`src/rtl/sdram_arbiter.sv`:
```
// sdram_arbiter: shares one SDRAM controller between two level-request ports
// and schedules periodic auto-refresh.
//
// Each granted transaction is latched, then the arbiter drives the
// controller's request/flag handshake to completion. Read data is returned on
// the port's data_out register, together with a one-cycle ack.
//
// Ports:
//   sdram_clock, sdram_reset       clock and synchronous active-high reset
//   a_* / b_*                      port A (CPU) / port B (DMA) request
//                                  interfaces; requests are held until ack
//   access_address/num/data_in     transaction fields sent to the controller
//   write_request, read_request    request strobes, held until the flag is seen
//   enable_refresh                 one-cycle refresh trigger
//   write_flag, read_flag, idle,   controller status inputs
//   refresh_mode, access_data_out
module sdram_arbiter #(
  parameter int unsigned REFRESH_INTERVAL = 780
) (
  input  logic        sdram_clock,
  input  logic        sdram_reset,
  input  logic        a_read,
  input  logic        a_write,
  input  logic [24:0] a_address,
  input  logic [15:0] a_data_in,
  output logic [15:0] a_data_out,
  output logic        a_ack,
  input  logic        b_read,
  input  logic        b_write,
  input  logic [24:0] b_address,
  input  logic [15:0] b_data_in,
  output logic [15:0] b_data_out,
  output logic        b_ack,
  output logic [24:0] access_address,
  output logic [9:0]  access_num,
  output logic [15:0] access_data_in,
  output logic        write_request,
  output logic        read_request,
  output logic        enable_refresh,
  input  logic        write_flag,
  input  logic        read_flag,
  input  logic        idle,
  input  logic        refresh_mode,
  input  logic [15:0] access_data_out
);

  localparam int unsigned CountWidth = $clog2(REFRESH_INTERVAL + 1);

  typedef enum logic [2:0] {
    StIdle,
    StIssue,
    StActive,
    StDone,
    StRefresh,
    StRefreshWait
  } state_e;

  state_e state_q, state_d;

  logic [CountWidth-1:0] refresh_count_q;
  logic                  refresh_seen_q;   // refresh_mode observed during this refresh
  logic                  last_grant_b_q;   // 1: port B was granted last
  logic                  mask_a_q, mask_b_q;
  logic                  grant_b_q;        // port owning the current transaction
  logic                  dir_write_q;

  logic req_a, req_b, pick_b, win_write;
  logic refresh_due, flag_match, start_issue, enter_refresh, capture;
  logic issue_write;
  logic write_request_d, read_request_d, enable_refresh_d, a_ack_d, b_ack_d;

  assign access_num = 10'h001;

  // Arbitration: the port just acked is masked for one IDLE cycle so a
  // requester can drop its level request after ack without a re-grant.
  always_comb begin
    req_a     = (a_read | a_write) & ~mask_a_q;
    req_b     = (b_read | b_write) & ~mask_b_q;
    pick_b    = req_b & (~req_a | ~last_grant_b_q);
    win_write = pick_b ? b_write : a_write;
  end

  assign refresh_due = (refresh_count_q == CountWidth'(REFRESH_INTERVAL));
  assign flag_match  = dir_write_q ? write_flag : read_flag;

  // State register
  always_ff @(posedge sdram_clock) begin
    if (sdram_reset) begin
      state_q <= StIdle;
    end else begin
      state_q <= state_d;
    end
  end

  // Next-state logic
  always_comb begin
    state_d = state_q;
    unique case (state_q)
      StIdle: begin
        if (idle) begin
          if (refresh_due) begin
            state_d = StRefresh;
          end else if (req_a | req_b) begin
            state_d = StIssue;
          end
        end
      end
      StIssue:       if (flag_match) state_d = StActive;
      StActive:      if (!flag_match) state_d = StDone;
      StDone:        state_d = StIdle;
      StRefresh:     state_d = StRefreshWait;
      StRefreshWait: if (refresh_seen_q && idle) state_d = StIdle;
      default:       state_d = StIdle;
    endcase
  end

  assign start_issue   = (state_q == StIdle) && (state_d == StIssue);
  assign enter_refresh = (state_q == StIdle) && (state_d == StRefresh);
  assign capture       = ((state_q == StIssue) || (state_q == StActive)) &&
                         !dir_write_q && read_flag;

  // Output logic: next values of the registered outputs, decoded from state_d
  always_comb begin
    write_request_d  = 1'b0;
    read_request_d   = 1'b0;
    issue_write      = start_issue ? win_write : dir_write_q;
    if (state_d == StIssue) begin
      write_request_d = issue_write;
      read_request_d  = ~issue_write;
    end
    enable_refresh_d = (state_d == StRefresh);
    a_ack_d          = (state_d == StDone) && !grant_b_q;
    b_ack_d          = (state_d == StDone) && grant_b_q;
  end

  // Registered outputs and datapath
  always_ff @(posedge sdram_clock) begin
    if (sdram_reset) begin
      write_request   <= 1'b0;
      read_request    <= 1'b0;
      enable_refresh  <= 1'b0;
      a_ack           <= 1'b0;
      b_ack           <= 1'b0;
      access_address  <= '0;
      access_data_in  <= '0;
      a_data_out      <= '0;
      b_data_out      <= '0;
      refresh_count_q <= '0;
      refresh_seen_q  <= 1'b0;
      last_grant_b_q  <= 1'b1;
      mask_a_q        <= 1'b0;
      mask_b_q        <= 1'b0;
      grant_b_q       <= 1'b0;
      dir_write_q     <= 1'b0;
    end else begin
      write_request  <= write_request_d;
      read_request   <= read_request_d;
      enable_refresh <= enable_refresh_d;
      a_ack          <= a_ack_d;
      b_ack          <= b_ack_d;

      if (enter_refresh) begin
        refresh_count_q <= '0;
      end else if (!refresh_due) begin
        refresh_count_q <= refresh_count_q + 1'b1;
      end

      if (state_q == StRefresh) begin
        refresh_seen_q <= 1'b0;
      end else if ((state_q == StRefreshWait) && refresh_mode) begin
        refresh_seen_q <= 1'b1;
      end

      if (start_issue) begin
        grant_b_q      <= pick_b;
        dir_write_q    <= win_write;
        access_address <= pick_b ? b_address : a_address;
        access_data_in <= pick_b ? b_data_in : a_data_in;
      end

      if (capture) begin
        if (grant_b_q) begin
          b_data_out <= access_data_out;
        end else begin
          a_data_out <= access_data_out;
        end
      end

      if (state_q == StDone) begin
        last_grant_b_q <= grant_b_q;
        mask_a_q       <= ~grant_b_q;
        mask_b_q       <= grant_b_q;
      end else begin
        mask_a_q <= 1'b0;
        mask_b_q <= 1'b0;
      end
    end
  end

endmodule

```
`config.mk`:
```
export PLATFORM = sky130hd
export DESIGN_NAME = sdram_arbiter
export DESIGN_NICKNAME = d
export VERILOG_FILES = /design/src/rtl/sdram_arbiter.sv
export SDC_FILE = /design/constraint.sdc
export NUM_CORES = 1
export LEC_CHECK = 0
export ABC_AREA = 0
export BUFFER_PORTS_ARGS = -buffer_cell sky130_fd_sc_hd__buf_2
export CORE_ASPECT_RATIO = 1.5
export CORE_UTILIZATION = 42
export CTS_CLUSTER_DIAMETER = 60
export DETAILED_ROUTE_END_ITERATION = 6
export HOLD_SLACK_MARGIN = 0.02
export PLACE_DENSITY = 0.76
export SLEW_MARGIN = 25
export SYNTH_ARGS = -nofsm -noshare
export SYNTH_HDL_FRONTEND = slang
export SYNTH_SLANG_ARGS = --single-unit
```
`constraint.sdc`:
```
create_clock -name sdram_clock -period 2.1 [get_ports sdram_clock]
set_clock_uncertainty 0.1 [all_clocks]
set_input_delay 0.42 -clock sdram_clock [delete_from_list [all_inputs] [get_ports sdram_clock]]
set_output_delay 0.42 -clock sdram_clock [all_outputs]
set_load 0.03 [all_outputs]
```
* Word-level counts from Yosys, hierarchy flattened
Index checks and enable logic that the tools add are counted.
** Storage, ports and cells
- Register bits after elaboration :: 97
** Operators by class
- $add $sub $neg :: 1
- Bitwise gates (word level) :: 15
- Equality and inequality tests :: 9
- Reduce and logical (&&, ||, !) cells :: 18
- Mux-type cells :: 12
** Operators with widths (count)
- $mux W25 :: 1
- $mux W3 :: 6
- $mux W16 :: 1
- $pmux W3 S5 :: 1
- $add A10 B1 Y10 const B :: 1
- $eq A10 B10 Y1 const B :: 1
- $eq A3 B2 Y1 const B :: 3
- $eq A3 B3 Y1 const B :: 3
- $logic_and A1 B1 Y1 :: 8
- $not A1 Y1 :: 8
- $reduce_or A2 Y1 :: 4
- $eq A3 B1 Y1 const B :: 2
- $or A1 B1 Y1 :: 4
- $reduce_and A2 Y1 :: 2
- $and A1 B1 Y1 :: 3
- $logic_not A3 Y1 :: 1
- $mux W1 :: 3
- $logic_not A1 Y1 :: 2
- $logic_or A1 B1 Y1 :: 1

* Logic depth before layout (Yosys ltp)
Gate-level depths: netlist of run 1.
- Depth in word-level cells :: 11
- Mapped depth :: 8
- Mapped depth without buffers :: 6

* Worst setup path after synthesis of run 1
Ideal clock, no wire load.
- Path type :: register to register
- From :: reg state_q[0]
- To :: reg read_request
- Setup time :: 103 ps
- Cell stages (with the launch flop) :: 7
- Data required time :: 1897 ps
- Clock period less this slack :: 2147 ps
- Slack :: -47 ps
- Buffers on the path :: 2
- Arrival :: 1944 ps
- Cells stage by stage :: dfxtp_1 buf_6 or4b_1 buf_2 a21o_1 or4b_4 a2111oi_2
** On the way
- Word-level cells in the longest chain between the ends :: 8
** RTL lines
- start: declaration :: RTL line 58 : state_e state_q, state_d;
- start signal: assignment :: RTL line 89 : state_q <= StIdle;
- start signal: assignment :: RTL line 91 : state_q <= state_d;
- $mux W3 :: RTL line 103 : end else if (req_a | req_b) begin
- $mux W3 :: RTL line 101 : if (refresh_due) begin
- $mux W3 :: RTL line 100 : if (idle) begin
- $pmux W3 S5 :: RTL line 98 : unique case (state_q)
- $eq A3 B1 Y1 :: RTL line 117, 127
- $logic_and A1 B1 Y1 :: RTL line 117 : assign start_issue = (state_q == StIdle) && (state_d == StIssue);
- $mux W1
- $not A1 Y1 :: RTL line 129 : read_request_d = ~issue_write;
- end signal: assignment :: RTL line 157 : read_request <= read_request_d;
- end: declaration :: RTL line 38 : output logic read_request,
Parallel ways exist; a longest one is shown, timed or not.
A chain may end at the register's enable or synchronous reset.

* Worst setup path after layout of run 1
- From :: reg state_q[2]
- To :: reg read_request
Same word-level chain as after synthesis.

==> qor.txt, run 1 <==
Status -> completed
GR Util met2 -> 0.343
GP Congestion -> 0.796
Worst slew margin -> 0.617
Antenna-violating nets left -> 0
Commonest cells after routing, fill and taps aside -> buf_2, dfxtp_1, mux2i_1, nor2_1, a211oi_1
Fin crit period -> 2.04 ns
Total track usage -> 0.189
Synth warnings -> 0
# hold bufs at CTS -> 0
DR iter-0 viols -> 110
Clock Root Buffer -> clkbuf_16
Syn_area_per_cell -> 9.85 um^2
Post-synth top area share -> 0.464
Fin nets -> 724
#FFs+latches synth -> 97
Grt ovf -> 0
Ranking of synthesized cells by area -> dfxtp_1, mux2i_1, a211oi_1, a21oi_1, nor2_1
# setup viols final -> 0
Placed instance count -> 711
Met1 Resource Use GR -> 0.213
CTS tree -> done
DR WL/cell -> 14.1 um
GR Util met3 -> 0.0424
Worst hold path class -> in2reg
CP arrival -> 2.19 ns
Total Wirelength -> 10.4 mm
Die width -> 83.5 um
Peak supply drop -> 0.561 mV
Library cells used by synthesis -> 47
Hold Path Depth -> 3
Most common library cell in the layout ignoring fill and taps -> buf_2
R2r startpoint -> state_q[2]$_SDFF_PP0_
Synthesis-to-finish area growth -> 36.8%
Leak Pwr -> 2.77 nW
Area of the multi-input gates -> 2090 um^2
Worst Hold Launch -> access_data_out[8]
DIE HEIGHT -> 124 um
Boundary Pins -> 196
Antenna violations before repair -> 0
Dominant synthesized flop cell -> dfxtp_1
CP max FO -> 2
Register area share after synthesis -> 0.464
Pwr per Cell Area -> 842 nW/um^2
Initial cell density of the core -> 0.432
Worst Path Required -> 2.25 ns
Reg clk slew, reported paths -> 0.07 ns
DR DRC count -> 0
Max Cap Viol -> 0
WHS Endpoint -> a_data_out[8]$_SDFFE_PP0P_
Fin cells -> 734
Worst slew pin tran -> 0.571 ns
R2r setup slk -> 0.06 ns
Busiest grt layer -> met2
Row count -> 44
Synth Instances -> 425
Max Slew Vio Count -> 0
Post-DP HPWL -> 7.34 mm
Clk_lat worst skew -> 0.34 ns
Tcrit/Tclk final -> 0.971
Via density -> 5.23
Element type at the critical path end -> flip-flop
Die ar. -> 10,400 um^2
Seq. cell area -> 1940 um^2
Core area -> 9690 um^2
Setup CP Type -> reg2reg
Crit path launch type -> flip-flop
Total power -> 4.82 mW
Fill count -> 826
Max Root-Sink Buffers -> 2
Vias in the first global route -> 3,587
Endpoints failing hold -> 0
Cell taking the most area after synthesis -> dfxtp_1
FF-to-FF path depth -> 4
Cell Area, Synth -> 4190 um^2
TritonCTS Buffers -> 9
Clk sink count -> 97
Reg-to-reg endpoint -> read_request$_SDFF_PP0_
Antenna Cells -> 0
Via Count -> 3,840
PortBufs -> 185
Asr flop ratio synth -> 0
First-pass GRT wire length -> 16.1 mm
Maximum clock frequency -> 490 MHz
H-tree Lvls -> 3
Post-synth EDFFs -> 0
Layout cells sized above 1 -> 0.396
Largest net degree at the start of global routing -> 49
1st-pass router iterations -> 6
-- registers in the layout, summed over array words and instances (netlist names) --
signal	flops
b_data_out	16
enable_refresh	1
access_data_in	16
state_q	3
b_ack	1
access_address	25
grant_b_q	1
refresh_seen_q	1
mask_a_q	1
refresh_count_q	10
write_request	1
mask_b_q	1
dir_write_q	1
last_grant_b_q	1
a_ack	1
read_request	1
a_data_out	16
-- cell families (layout without fill, tap and decap cells) --
group	Yosys count	count (layout)	synth area share
AO/OA/AOI/OAI	110	110	0.174
flip-flops	97	97	0.464
AND/OR/NAND/NOR	81	81	0.0995
multiplexers	75	75	0.179
buffers and inverters	50	236	0.0589
XOR/XNOR	8	8	0.0167
adder cells (fa/ha/maj)	2	2	0.00598
other	2	10	0.00179
-- cells in the mapped netlist (2+ instances only) --
master and number:
clkbuf_1 22, ha_1 2, nand2_1 4, conb_1 2, a211oi_1 44, nor2_1 45
buf_1 3, nor4bb_1 2, nand2b_1 3, o21bai_1 4, buf_4 11, xor2_1 6
inv_1 5, nor4b_1 2, and2_1 5, a31oi_1 3, dfxtp_1 97, buf_2 8
a21o_1 2, xnor2_1 2, nor3_1 3, and3_1 3, mux2i_1 75, o21ai_0 2
nor2b_1 2, nand4_1 5, a21oi_1 43
-- critical path, cell delays in order, from the launching register on --
cell	delay, ns
dfxtp_1	0.31
or4b_4	0.54
a21o_1	0.17
or4b_4	0.55
a2111oi_4	0.28
-- final cells by class --
cell class / count / area share
inverter: 5 / 0.00328
clock inverter: 6 / 0.0122
timing repair buffer: 215 / 0.214
multi-input combinational: 286 / 0.364
tap: 115 / 0.0251
clock buffer: 10 / 0.0417
sequential: 97 / 0.339
-- where the power goes --
group          total (mW)  switching [mW]  internal (mW)
clock                1.67           0.707          0.968
combinational        1.10           0.660          0.440
sequential           2.04          0.0703           1.97
total                4.82            1.44           3.38
-- routing by layer --
| metal | vias up | part of all wire |
|---|---|---|
| li1 | 1896 | - |
| met1 | 1767 | 0.41 |
| met2 | 159 | 0.51 |
| met3 | 18 | 0.060 |
| met4 | 0 | 0.019 |
| met5 | - | 0 |
-- metrics by stage --
stage	util	TNS (ns)	setup slack [ns]	hold slack [ns]	area, um^2
after floorplan	-	-0.0472	-0.0472	0.369	4220
after global placement	0.546	-0.427	-0.0701	0.367	5290
after detailed placement	0.546	-0.400	-0.0771	0.374	5290
after CTS	0.579	0	0.0203	0.222	5610
after global routing	0.591	-0.0653	-0.0169	0.244	5730
final	0.591	0	0.0605	0.226	5730
-- how the worst max path moves through the flow --
stage                                from                             end  slack [ns]  depth (start not counted)
finish              state_q[2]$_SDFF_PP0_         read_request$_SDFF_PP0_        0.06                          4
global route        state_q[2]$_SDFF_PP0_  access_address[3]$_SDFFE_PP0P_       -0.02                          7
CTS                 state_q[2]$_SDFF_PP0_         read_request$_SDFF_PP0_        0.02                          4
detailed placement                   idle         read_request$_SDFF_PP0_       -0.08                          5
global placement                     idle         read_request$_SDFF_PP0_       -0.07                          5
floorplan           state_q[0]$_SDFF_PP0_         read_request$_SDFF_PP0_       -0.05                          6
-- timing repair --
| action | CTS | global route |
|---|---|---|
| endpoints found under the setup margin | 1 | 57 |
| endpoints found under the hold margin | 0 | 0 |
| cloned | 0 | 2 |
| resized for setup | 1 | 6 |
| pin swaps | 0 | 1 |
| setup buffers | 0 | 5 |
Power figures use the tool's default switching activity.
==> inputs of run 2 (changes only) <==
--- a/config.mk
+++ b/config.mk
@@ -8,6 +8,7 @@
 export ABC_AREA = 0
 export BUFFER_PORTS_ARGS = -buffer_cell sky130_fd_sc_hd__buf_2
 export CORE_ASPECT_RATIO = 1.5
+export CORE_MARGIN = 2
 export CORE_UTILIZATION = 42
 export CTS_CLUSTER_DIAMETER = 60
 export DETAILED_ROUTE_END_ITERATION = 6
==> run 2 against run 1 <==
Effect of this change: first-iteration DRC count down 9.1%; combinational power down 5%; fmax down 1.3%; sequential share of layout area up 0.54 points; worst hold slack better by 0.0089 ns; final cell count down 0.95%; count of clock-buffer cells in the layout unchanged; global-route usage down 0.45 points; largest power group unchanged.
==> qor.txt, run 2 (same netlist as run 1, synthesis figures left out) <==
Core area -> 9690 um^2 (unchanged)
Boundary Pins -> 196 (unchanged)
Most common library cell in the layout ignoring fill and taps -> buf_2
Largest Register -> access_address
# hold bufs at CTS -> 0 (unchanged)
DR DRC count -> 0 (unchanged)
Layout cells sized above 1 -> 0.385 (-0.0106)
Worst slew margin -> 0.661 (+0.0439)
Clk sink count -> 97 (unchanged)
Total power -> 4.79 mW (-0.67%)
Endpoints failing hold -> 0 (unchanged)
Worst Path Required -> 2.24 ns (about the same)
Worst slew pin tran -> 0.509 ns (-0.0617 ns)
Max Cap Viol -> 0 (unchanged)
Vias in the first global route -> 3,618 (+0.86%)
Row count -> 44 (unchanged)
TritonCTS Buffers -> 9 (unchanged)
Fin nets -> 715 (-1.2%)
Area of the multi-input gates -> 2080 um^2 (-0.30%)
Peak supply drop -> 0.563 mV (+0.49%)
DIE HEIGHT -> 126 um (+1.6%)
CTS tree -> done
# setup viols final -> 0 (unchanged)
Fin crit period -> 2.07 ns (+0.0272 ns)
Seq. cell area -> 1940 um^2 (about the same)
Dpl cell area -> 5280 um^2 (-0.19%)
Crit path launch type -> flip-flop
Grt ovf -> 0 (unchanged)
Total Wirelength -> 10.2 mm (-1.7%)
RSZ-0062 raised after global routing -> yes
1st-pass router iterations -> 4 (-2)
Max Slew Vio Count -> 0 (unchanged)
Leak Pwr -> 2.72 nW (-2.0%)
Antenna-violating nets left -> 0 (unchanged)
Die ar. -> 10,800 um^2 (+4.0%)
Total track usage -> 0.185 (-0.00454)
Clk_lat worst skew -> 0.34 ns (about the same)
Largest register FFs -> 25 (unchanged)
Design Area, Final -> 5640 um^2 (-1.5%)
Reg clk slew, reported paths -> 0.07 ns (about the same)
Die width -> 85.5 um (+2.4%)
Fill count -> 862 (+4.4%)
Antenna violations before repair -> 1 (+1)
Status -> completed
Synthesis-to-finish area growth -> 34.7%
Element type at the critical path end -> flip-flop
Maximum clock frequency -> 484 MHz (-1.3%)
Setup CP Type -> reg2reg
GP Congestion -> 0.831 (+4.4%)
Final core occ -> 0.582 (-0.00891)
CP max FO -> 2 (unchanged)
CP arrival -> 2.21 ns (+0.02 ns)
Via Count -> 3,784 (-1.5%)
Post-DP HPWL -> 7.45 mm (+1.5%)
DR iter-0 viols -> 100 (-9.1%)
First-pass GRT wire length -> 16.2 mm (+0.73%)
H-tree Lvls -> 3 (unchanged)
Via density -> 5.20 (-0.51%)
Initial cell density of the core -> 0.432 (unchanged)
Max Root-Sink Buffers -> 2 (unchanged)
Pwr per Cell Area -> 849 nW/um^2 (+0.85%)
Clock Root Buffer -> clkbuf_16
DR WL/cell -> 14.0 um (-0.74%)
Tcrit/Tclk final -> 0.984 (+0.0130)
PortBufs -> 185 (unchanged)
Worst hold path class -> in2reg
Largest net degree at the start of global routing -> 48 (-2.0%)
Commonest cells after routing, fill and taps aside -> buf_2, dfxtp_1, mux2i_1, nor2_1, a211oi_1
## run 2: cell count changes in the layout (fill, tap and decap cells not counted), moves of 2 or more
cell | before | now
diode_2 | 0 | 2
clkbuf_16 | 11 | 9
clkinvlp_4 | 0 | 2
buf_4 | 24 | 16
## run 2: stage by stage
| stage | setup slack, ns | hold slack (ns) | std cells | TNS [ns] |
|---|---|---|---|---|
| after floorplan | -0.0472 | 0.369 | 433 | -0.0472 |
| after global placement | -0.0806 | 0.367 | 708 | -0.0806 |
| after detailed placement | -0.109 | 0.376 | 708 | -0.305 |
| after CTS | 0.00374 | 0.230 | 724 | 0 |
| after global routing | -0.0574 | 0.241 | 725 | -0.380 |
| final | 0.0333 | 0.235 | 727 | 0 |
## run 2: cell type report
class | count | area share
clock inverter | 6 | 0.0131
inverter | 5 | 0.00333
timing repair buffer | 206 | 0.202
antenna | 2 | 0.000887
sequential | 97 | 0.344
clock buffer | 10 | 0.0424
multi-input combinational | 286 | 0.369
tap | 115 | 0.0255
## run 2: what timing repair did
action                     4_1_cts  5_1_grt
gates resized for setup          1        6
buffers inserted                 0        1
pin swaps                        0        3
hold endpoints to repair         0        0
setup endpoints to repair        9       57
## run 2: layer usage
metal  wire (um)  up-vias  GRT usage
met2        5250      146      0.346
met1        4120     1742      0.196
li1            -     1888          -
met5           0        -          0
met4          97        0     0.0644
met3         718        8     0.0465
## run 2: critical path, cell delays in order (launching register included)
cell       delay, ns
dfxtp_1         0.31
or4b_4          0.53
a21o_1          0.18
or4b_4          0.51
a2111oi_4       0.34
## run 2: final timing paths
kind	depth (start not counted)	start	slack, ns	end
worst max-delay path	4	state_q[0]$_SDFF_PP0_	0.03	read_request$_SDFF_PP0_
worst min-delay path	3	access_data_out[14]	0.24	a_data_out[14]$_SDFFE_PP0P_
worst max register to register	4	state_q[0]$_SDFF_PP0_	0.03	read_request$_SDFF_PP0_
worst min register to register	2	a_data_out[10]$_SDFFE_PP0P_	0.39	a_data_out[10]$_SDFFE_PP0P_
## run 2: where the power goes
group	internal, mW	switching, mW	total, mW	leakage (nW)
Combinational	0.414	0.641	1.05	1.77
Sequential	1.97	0.0717	2.05	0.794
Clock	0.972	0.714	1.69	0.148
Total	3.36	1.43	4.79	2.72
